## src/rtl/stream_prefetcher_pkg.sv

```systemverilog
// stream_prefetcher_pkg: shared types and line helpers for the stream prefetcher
package stream_prefetcher_pkg;
  localparam int ADDR_W = 32;
  typedef enum logic [1:0] {PS_IDLE, PS_ACTIVE, PS_STALL} pref_stream_state_e;
  typedef struct packed {
    pref_stream_state_e state;
    logic [ADDR_W-1:0]  last_line;
    logic [ADDR_W-1:0]  next_line;
    logic               parked;
  } pref_stream_t;
  function automatic logic [ADDR_W-1:0] line_of(input logic [ADDR_W-1:0] a, input logic [ADDR_W-1:0] lb);
    return a & ~(lb - 1'b1);
  endfunction
  function automatic logic [ADDR_W-1:0] ahead_of(input logic [ADDR_W-1:0] nl, input logic [ADDR_W-1:0] ll,
                                                 input int ls);
    return ((nl - ll) >> ls) - 1'b1;
  endfunction
endpackage

```

## src/rtl/stream_prefetcher_rr_arbiter.sv

```systemverilog
// stream_prefetcher_rr_arbiter: round-robin one-hot arbiter, search starts after the last grantee
//   clock, reset (async active-low), req[N] requests, advance = grant consumed, grant[N] one-hot
module stream_prefetcher_rr_arbiter #(
  parameter int N = 2,
  localparam int W = N > 1 ? $clog2(N) : 1
) (
  input  logic         clock,
  input  logic         reset,
  input  logic [N-1:0] req,
  input  logic         advance,
  output logic [N-1:0] grant
);
  logic [W-1:0] ptr, nxt;
  always_comb begin
    grant = '0;
    nxt = ptr;
    for (int k = N - 1; k >= 0; k--)
      if (req[W'((int'(ptr) + k) % N)]) begin
        grant = '0;
        grant[W'((int'(ptr) + k) % N)] = 1'b1;
        nxt = W'((int'(ptr) + k + 1) % N);
      end
  end
  always_ff @(posedge clock or negedge reset)
    if (!reset) ptr <= '0;
    else if (advance && |grant) ptr <= nxt;
endmodule

```

## src/rtl/stream_prefetcher.sv

```systemverilog
// stream_prefetcher: multi-stream next-line instruction prefetcher between fetch and the Icache
//   clock, reset (async active-low)
//   demand_valid/demand_pc : fetch demand address (any alignment)
//   pref_valid/pref_addr/pref_stream : registered line-aligned prefetch request, held until retire
//   pref_ready : Icache accepts request; hit_valid_line : requested line already resident (skip)
module stream_prefetcher
  import stream_prefetcher_pkg::*;
#(
  parameter int NUM_STREAMS = 2,
  parameter int MAX_DEPTH   = 4,
  parameter int LINE_BYTES  = 8,
  parameter bit STOP_ON_HIT = 1'b0,
  localparam int SW = NUM_STREAMS > 1 ? $clog2(NUM_STREAMS) : 1
) (
  input  logic              clock,
  input  logic              reset,
  input  logic              demand_valid,
  input  logic [ADDR_W-1:0] demand_pc,
  output logic [ADDR_W-1:0] pref_addr,
  output logic              pref_valid,
  output logic [SW-1:0]     pref_stream,
  input  logic              pref_ready,
  input  logic              hit_valid_line
);
  localparam logic [ADDR_W-1:0] LB = ADDR_W'(LINE_BYTES);
  localparam logic [ADDR_W-1:0] MD = ADDR_W'(MAX_DEPTH);
  localparam int LS = $clog2(LINE_BYTES);

  pref_stream_t st_q [NUM_STREAMS];
  pref_stream_t st_d [NUM_STREAMS];
  logic [SW-1:0] victim_q, victim_d, mi, ai, gi;
  logic [NUM_STREAMS-1:0] alloc, req, grant;
  logic [ADDR_W-1:0] dl, nl, gaddr;
  logic retire, hit, found, free, wrap, issue;

  assign dl = line_of(demand_pc, LB);
  assign retire = pref_valid & (pref_ready | hit_valid_line);
  assign hit = pref_valid & hit_valid_line;
  assign issue = !pref_valid && |req;

  // Retire is applied first; the demand update then works on the post-retire view,
  // so its last/next fields win and ahead is re-derived from the final pair.
  always_comb begin
    st_d = st_q;
    victim_d = victim_q;
    alloc = '0;
    found = 1'b0;
    free = 1'b0;
    mi = '0;
    ai = '0;
    wrap = 1'b0;
    nl = '0;
    for (int i = 0; i < NUM_STREAMS; i++)
      if (retire && pref_stream == SW'(i)) begin
        {wrap, nl} = {1'b0, st_q[i].next_line} + {1'b0, LB};
        st_d[i].next_line = nl;
        st_d[i].state = wrap ? PS_IDLE :
                        (ahead_of(nl, st_q[i].last_line, LS) >= MD || (hit && STOP_ON_HIT)) ? PS_STALL : st_q[i].state;
        st_d[i].parked = !wrap && hit && STOP_ON_HIT;
      end
    for (int i = NUM_STREAMS - 1; i >= 0; i--) begin
      if (st_d[i].state != PS_IDLE && st_d[i].last_line <= dl && dl < st_d[i].next_line) begin
        found = 1'b1;
        mi = SW'(i);
      end
      if (st_d[i].state == PS_IDLE) begin
        free = 1'b1;
        ai = SW'(i);
      end
    end
    if (demand_valid && !found && !free) begin
      ai = victim_q;
      victim_d = victim_q == SW'(NUM_STREAMS - 1) ? '0 : victim_q + 1'b1;
    end
    for (int i = 0; i < NUM_STREAMS; i++) begin
      if (demand_valid && found && mi == SW'(i)) begin
        st_d[i].last_line = dl;
        if (st_d[i].state == PS_STALL && (st_d[i].parked || ahead_of(st_d[i].next_line, dl, LS) < MD)) begin
          st_d[i].state = PS_ACTIVE;
          st_d[i].parked = 1'b0;
        end
      end
      if (demand_valid && !found && ai == SW'(i)) begin
        alloc[i] = 1'b1;
        st_d[i] = '{state: PS_ACTIVE, last_line: dl, next_line: dl + LB, parked: 1'b0};
      end
    end
  end

  // A stream being reallocated this edge must not issue its stale next_line.
  always_comb begin
    req = '0;
    for (int i = 0; i < NUM_STREAMS; i++) req[i] = st_q[i].state == PS_ACTIVE && !alloc[i];
  end

  stream_prefetcher_rr_arbiter #(.N(NUM_STREAMS)) u_arb (
    .clock  (clock),
    .reset  (reset),
    .req    (req),
    .advance(issue),
    .grant  (grant)
  );

  always_comb begin
    gi = '0;
    gaddr = '0;
    for (int i = 0; i < NUM_STREAMS; i++)
      if (grant[i]) begin
        gi = SW'(i);
        gaddr = st_q[i].next_line;
      end
  end

  always_ff @(posedge clock or negedge reset)
    if (!reset) begin
      for (int i = 0; i < NUM_STREAMS; i++) st_q[i] <= '0;
      victim_q <= '0;
      pref_valid <= 1'b0;
      pref_addr <= '0;
      pref_stream <= '0;
    end else begin
      st_q <= st_d;
      victim_q <= victim_d;
      if (issue) begin
        pref_valid <= 1'b1;
        pref_addr <= gaddr;
        pref_stream <= gi;
      end else if (retire || (pref_valid && alloc[pref_stream])) pref_valid <= 1'b0;
    end
endmodule
```

## config.mk

```make
export PLATFORM = sky130hd
export DESIGN_NAME = stream_prefetcher
export DESIGN_NICKNAME = d
export VERILOG_FILES = /design/src/rtl/stream_prefetcher_pkg.sv /design/src/rtl/stream_prefetcher_rr_arbiter.sv /design/src/rtl/stream_prefetcher.sv
export SDC_FILE = /design/constraint.sdc
export NUM_CORES = 1
export LEC_CHECK = 0
export ABC_AREA = 1
export CORE_MARGIN = 4
export CORE_UTILIZATION = 50
export CTS_BUF_LIST = sky130_fd_sc_hd__clkbuf_8 sky130_fd_sc_hd__clkbuf_16
export CTS_CLUSTER_DIAMETER = 50
export DETAILED_ROUTE_END_ITERATION = 10
export PLACE_DENSITY = 0.66
export SLEW_MARGIN = 20
export SYNTH_ARGS = -nofsm -noshare
export SYNTH_HDL_FRONTEND = slang
export SYNTH_SLANG_ARGS = --single-unit
```

## constraint.sdc

```tcl
create_clock -name clock -period 8.1 [get_ports clock]
set_input_delay 1.62 -clock clock [delete_from_list [all_inputs] [get_ports clock]]
set_output_delay 1.62 -clock clock [all_outputs]
set_load 0.01 [all_outputs]
```

---- Word level (Yosys, flattened, before mapping) ----
Cells that the tools add are included.
storage, ports and cells
  input port bits ......................... 37
  word-level logic and storage cells ...... 137
  output and inout port bits .............. 34
  register bits ........................... 170
operators by class
  add/sub/neg operators ................... 14
  mux-type cells .......................... 47
  reduce and logical (&&, ||, !) cells .... 41
  $lt $le $gt $ge ......................... 13
  equality and inequality tests ........... 4
  bitwise logic cells ..................... 5
operators with widths
  cell                                                                                   count
  67-bit 2-to-1 mux                                                                      2
  32-bit subtractor                                                                      4
  29-bit by 1-bit subtractor with 30-bit output (second input constant)                  4
  34-bit 2-to-1 mux                                                                      2
  32-bit by 4-bit adder with 33-bit output (second input constant)                       2
  33-bit 2-to-1 mux                                                                      2
  32-bit by 3-bit greater-or-equal comparator with 1-bit output (second input constant)  2
  32-bit less-or-equal comparator                                                        2
  32-bit by 3-bit < comparator with 1-bit output (second input constant)                 2
  32-bit < comparator                                                                    2
  32-bit 2-to-1 mux                                                                      2
  32-bit by 4-bit adder with 32-bit output (second input constant)                       1
  1-bit 2-to-1 mux                                                                       27
  1-bit logical AND                                                                      22
  2-bit 2-to-1 mux                                                                       10
  2-bit nonzero test                                                                     6
  1-bit by 3-bit < comparator with 1-bit output (second input constant)                  2
  1-bit logical NOT                                                                      5
  2-bit by 1-bit equality test with 1-bit output (second input constant)                 2
  2-bit equality test (second input constant)                                            2
  2-bit logical NOT                                                                      2
  2-bit OR reduction                                                                     2
  1-bit adder (second input constant)                                                    3
  1-bit logical OR                                                                       3
  7 further kinds                                                                        11

---- Longest topological paths before layout ----
  depth after elaboration ................. 28
  gate-level depth with buffers ........... 43

---- Cells and area by module ----
A second synthesis with hierarchy kept.
unflattened totals
  cell total of the unflattened synthesis .. 3439
  area, all modules ....................... 20654.8 µm²
by module, submodules not included
  module                        times used  area an instance (µm²)  cells an instance  seq. area each (µm²)
  stream_prefetcher             1           20589.7                 3430               3853.7
  stream_prefetcher_rr_arbiter  1           65.1                    9                  25.0

---- Worst setup path after synthesis ----
No wires, ideal clock.
  kind .................................... input to register
  start point ............................. input hit_valid_line
  end point ............................... register st_q[133] (netlist bit)
  path buffers ............................ 2
  stages on the path ...................... 28
  arrival time ............................ 5156 ps
  required time ........................... 7987 ps
  path slack .............................. 2831 ps
  path through ............................ o21ai_0 -> clkbuf_1 -> buf_2 -> xor2_1 -> ha_1 -> inv_1 -> fa_1 -> a21oi_1 -> o21ai_0 -> a21boi_0 -> inv_1 -> nand3_1 -> nand2_1 -> a21oi_1 -> o21ai_0 -> xor2_1 -> nor2_1 -> nand3_1 -> nor2_1 -> nand3_1 -> nand2_1 -> nand2_1 -> inv_1 -> nand3_1 -> nand2_1 -> a31oi_1 -> nand2_1 -> inv_1
RTL lines
  element               RTL line                  text
  start, declared       stream_prefetcher.sv:23   input logic hit_valid_line
  end signal, assigned  stream_prefetcher.sv:122  st_q <= st_d;
  end, declared         stream_prefetcher.sv:29   pref_stream_t st_q [NUM_STREAMS];

---- Worst setup path after layout ----
  start point ............................. register st_q[71] (netlist bit)
  end point ............................... register st_q[36] (netlist bit)
on the way
  word-level cells in the longest chain between the ends .. 17
  elaborated cells on any way between the ends .. 27
  those cells by class .................... add/sub (3); order compare (2); mux (10); reduce/logical (12)
RTL lines
  element                                                         RTL line                                          text
  32-bit by 4-bit adder with 33-bit output                        stream_prefetcher.sv:55                           {wrap, nl} = {1'b0, st_q[i].next_line} + {1'b0, LB};
  32-bit subtractor                                               stream_prefetcher_pkg.sv:16                       return ((nl - ll) >> ls) - 1'b1;
  29-bit by 1-bit subtractor with 30-bit output                   stream_prefetcher_pkg.sv:16
  32-bit by 3-bit greater-or-equal comparator with 1-bit output   stream_prefetcher.sv:58                           (ahead_of(nl, st_q[i].last_line, LS) >= MD || (hit && STOP_ON_HIT)) ? PS_STALL : st_q[i].state;
  2-bit 2-to-1 mux                                                stream_prefetcher.sv:58
  2-bit 2-to-1 mux                                                stream_prefetcher.sv:57                           st_d[i].state = wrap ? PS_IDLE :
  2-bit 2-to-1 mux                                                stream_prefetcher.sv:54                           if (retire && pref_stream == SW'(i)) begin
  2-bit nonzero test                                              stream_prefetcher.sv:62                           if (st_d[i].state != PS_IDLE && st_d[i].last_line <= dl && dl < st_d[i].next_line) begin
  1-bit logical AND (2 in series)                                 stream_prefetcher.sv:62
  1-bit 2-to-1 mux                                                stream_prefetcher.sv:62
  1-bit logical NOT                                               stream_prefetcher.sv:71, stream_prefetcher.sv:83
  1-bit logical AND                                               stream_prefetcher.sv:71, stream_prefetcher.sv:83
  1-bit logical AND                                               stream_prefetcher.sv:71                           if (demand_valid && !found && !free) begin
  1-bit 2-to-1 mux                                                stream_prefetcher.sv:71
  1-bit logical AND                                               stream_prefetcher.sv:83                           if (demand_valid && !found && ai == SW'(i)) begin
  67-bit 2-to-1 mux / 2-bit nonzero test (equally long branches)  --
Parallel ways exist; a longest one is shown, timed or not.
A chain may end at the register's enable or synchronous reset.

==> qor.yml <==
min_path:
  hold_class: "flop to flop"
  hold_start: "st_q[4]"
pwr:
  power_density_nw_per_um2: 476
  leakage_nw: 9.34
  peakVddDrop_mv: 0.317
clock_tree:
  clk_pin_slew_ns: 0.06
  ctsHoldBuffers: 0
  clkLatencyLatePin_ns: 0.47
  cts_resized: 0
  cts_max_level: 4
  cts-root-buf: "clkbuf_16"
  cts_buffers: 17
  postCtsSetupBuffers: 0
  cts.sinks: 154
  cts_tree: "yes"
  clockBufferDepth: 2
final_layout:
  fin_nets: 2740
  n_antenna_cell: 0
  syn_to_final_growth_pct: 9.49
  drive_gt1_share_pct: 5.65
  final_common_cell: "nand2_1"
  final_cell_mix: "nand2_1, inv_1, nor2_1"
die:
  ios: 71
  core_region_area_um2: 31800
  die_h_um: 188
  start_util_pct: 51.2
  die_area_um2: 35500
  die_x_um: 188
  rows: 65
status:
  status: "finished clean"
route:
  remaining_drc_errors: 0
  firstDrtPassIters: 6
  drt_iter0_markers: 1446
  ant_nets: 0
  dr_total_vias: 16500
  routed_via_density: 5.51
  drt_wl_total_um: 51300
  wl_per_cell_um: 17.1
synth:
  netlist_instances: 2513
  async_flop_share_pct: 100
  yosys.area_share.adder_pct: 11.5
  synthMuxAreaShare_pct: 0
  ys.flop_type: "dfrtp_1"
  synth_edf_count: 0
  synth_xor_area_share_pct: 5.27
  synth_compound_area_share_pct: 11.8
  netlist_area_um2: 16300
  yosys_warnings: 0
  synth.avg_cell_area_um2: 6.48
  synth-seq-area-share_pct: 23.7
  synth_top_family_by_area: "simple AND/OR/NAND/NOR gates"
  synth.distinct_cells: 56
  synth-simple-area-share_pct: 36.7
  ys_ff_latch: 154
placement:
  gp_congestion: 0.985
  numPortBuffers: 63
  pre_cts_ws_ns: 0.891
  hpwl_um: 42000
worst_setup_path:
  cp-startpoint: "st_q[71]"
  cp_max_fo: 90
  cp-start-kind: "flop"
  required_ns: 8.48
  cpPeakStageDelay_ns: 0.60
  worstPathArrival_ns: 7.63
  regToRegSetupSlack_ns: 0.84
  crit_slowest_cell: "dfrtp_1"
  crit_path_end_kind: "flop"
  crit_top_cell: "nand2_1"
  worstReg2RegStart: "st_q[71]"
  worstSetupPathType: "flop to flop"
timing:
  final-setup-viol-count: 0
  final.period_utilization_pct: 89.6
  skew_ns: 0.0168
  drv_slew: 0
  fmax_ghz: 0.138
  relSlewSlack_pct: 34.0
  fin_ws_ns: 0.843
  grt_setup_unrepaired: "false"
  setup_tns_ns: 0
  hold_violations: 0
  layout_min_cycle_time_ns: 7.26
  tightestPinTransition_ns: 0.978
global_route:
  grt_pass1_wl_um: 82300
  grt_max_degree: 93
  track_usage_pct: 28.9
  grt_pass1_vias: 15400
  gr-total-overflow: 0
  antenna_found_initial: 1
run:
  cap_violations: 0
-- per-layer routing --
metal | GRT usage, % | vias to the layer above | routed length (um)
met5 | 0 | - | 13
met4 | 8.27 | 2 | 1270
met3 | 4.15 | 72 | 3380
met2 | 45.0 | 521 | 22300
met1 | 42.0 | 7629 | 24300
li1 | - | 8313 | -
-- cells in the mapped netlist, types with 4 or more instances --
cell type	instances	share of area [%]
nand2_1	739	17
inv_1	353	8.1
nor2_1	189	4.4
nand3_1	155	4.8
dfrtp_1	154	24
ha_1	147	11
a21oi_1	125	3.8
nand4_1	100	3.8
o21ai_0	95	2.9
o21ai_1	80	2.5
xor2_1	72	3.9
nor3_1	36	1.1
nand3_2	32	2.0
xnor2_1	26	1.4
buf_4	20	0.92
clkbuf_1	16	0.37
nor2_2	16	0.62
nor4_1	16	0.62
inv_2	13	0.30
nand2_2	12	0.46
a31oi_1	9	0.35
buf_2	8	0.25
o21bai_1	8	0.37
buf_6	7	0.48
or2_2	7	0.27
nand3b_1	6	0.28
a21boi_0	5	0.23
a21o_1	5	0.23
and2_1	5	0.19
buf_1	4	0.092
nor3_2	4	0.25
o2111ai_1	4	0.22
-- worst max-delay path, delay by kind of cell (launching register included) --
family / cells / cell delay, ns
adder cells (fa/ha/maj): 1 / 0.38
XOR/XNOR: 1 / 0.27
flip-flops: 1 / 0.60
AND/OR/NAND/NOR: 27 / 3.81
buffers and inverters: 5 / 1.00
AO/OA/AOI/OAI: 6 / 1.07
-- power by group --
part           switching, mW  leakage [nW]  total [mW]  internal, mW
Clock                  0.367         0.307       0.871         0.505
Combinational           4.22          7.08        6.23          2.02
Sequential             0.305          1.95        1.37          1.07
Total                   4.89          9.34        8.48          3.59
-- final cells by class --
class,instances,area [um2]
tap,435,544
multi-input combinational,1935,10700
clock inverter,13,166
fill,3231,14000
sequential,154,3850
clock buffer,19,453
timing repair buffer,79,768
inverter,367,1380
-- path summary, 6_finish.rpt --
path | end | depth (start not counted)
worst min-delay path | st_q[4] | 2
max in group asynchronous | st_q[103] | 2
worst max register to register | st_q[36] | 40
min in group asynchronous | st_q[58] | 1
worst max-delay path | st_q[36] | 40
worst min register to register | st_q[4] | 2
-- sequential cells by signal, summed over array words and instances (netlist names) --
register / cells
pref_valid: 1
victim_q: 1
st_q: 122
pref_addr: 29
u_arb.ptr: 1
-- cell families after synthesis --
group           count (synthesis)
buf+inv                       427
xor+xnor                       98
other cells                     1
compound gates                352
fa+ha+maj                     149
simple gates                 1332
flops                         154
-- stage by stage --
stage | util [%] | std cells | cell area [um2] | power [mW] | hold slack (ns)
6_report | 56.0 | 3002 | 17800 | 8.48 | 0.493
4_1_cts | 56.0 | 3002 | 17800 | 8.37 | 0.493
5_1_grt | 56.0 | 3002 | 17800 | 9.39 | 0.513
3_3_place_gp | 54.0 | 2970 | 17200 | 7.34 | 0.474
3_5_place_dp | 54.0 | 2970 | 17200 | 7.46 | 0.475
2_1_floorplan | - | 2516 | 16300 | 6.04 | 0.434
Note: power is estimated with default switching activity, not from simulation.
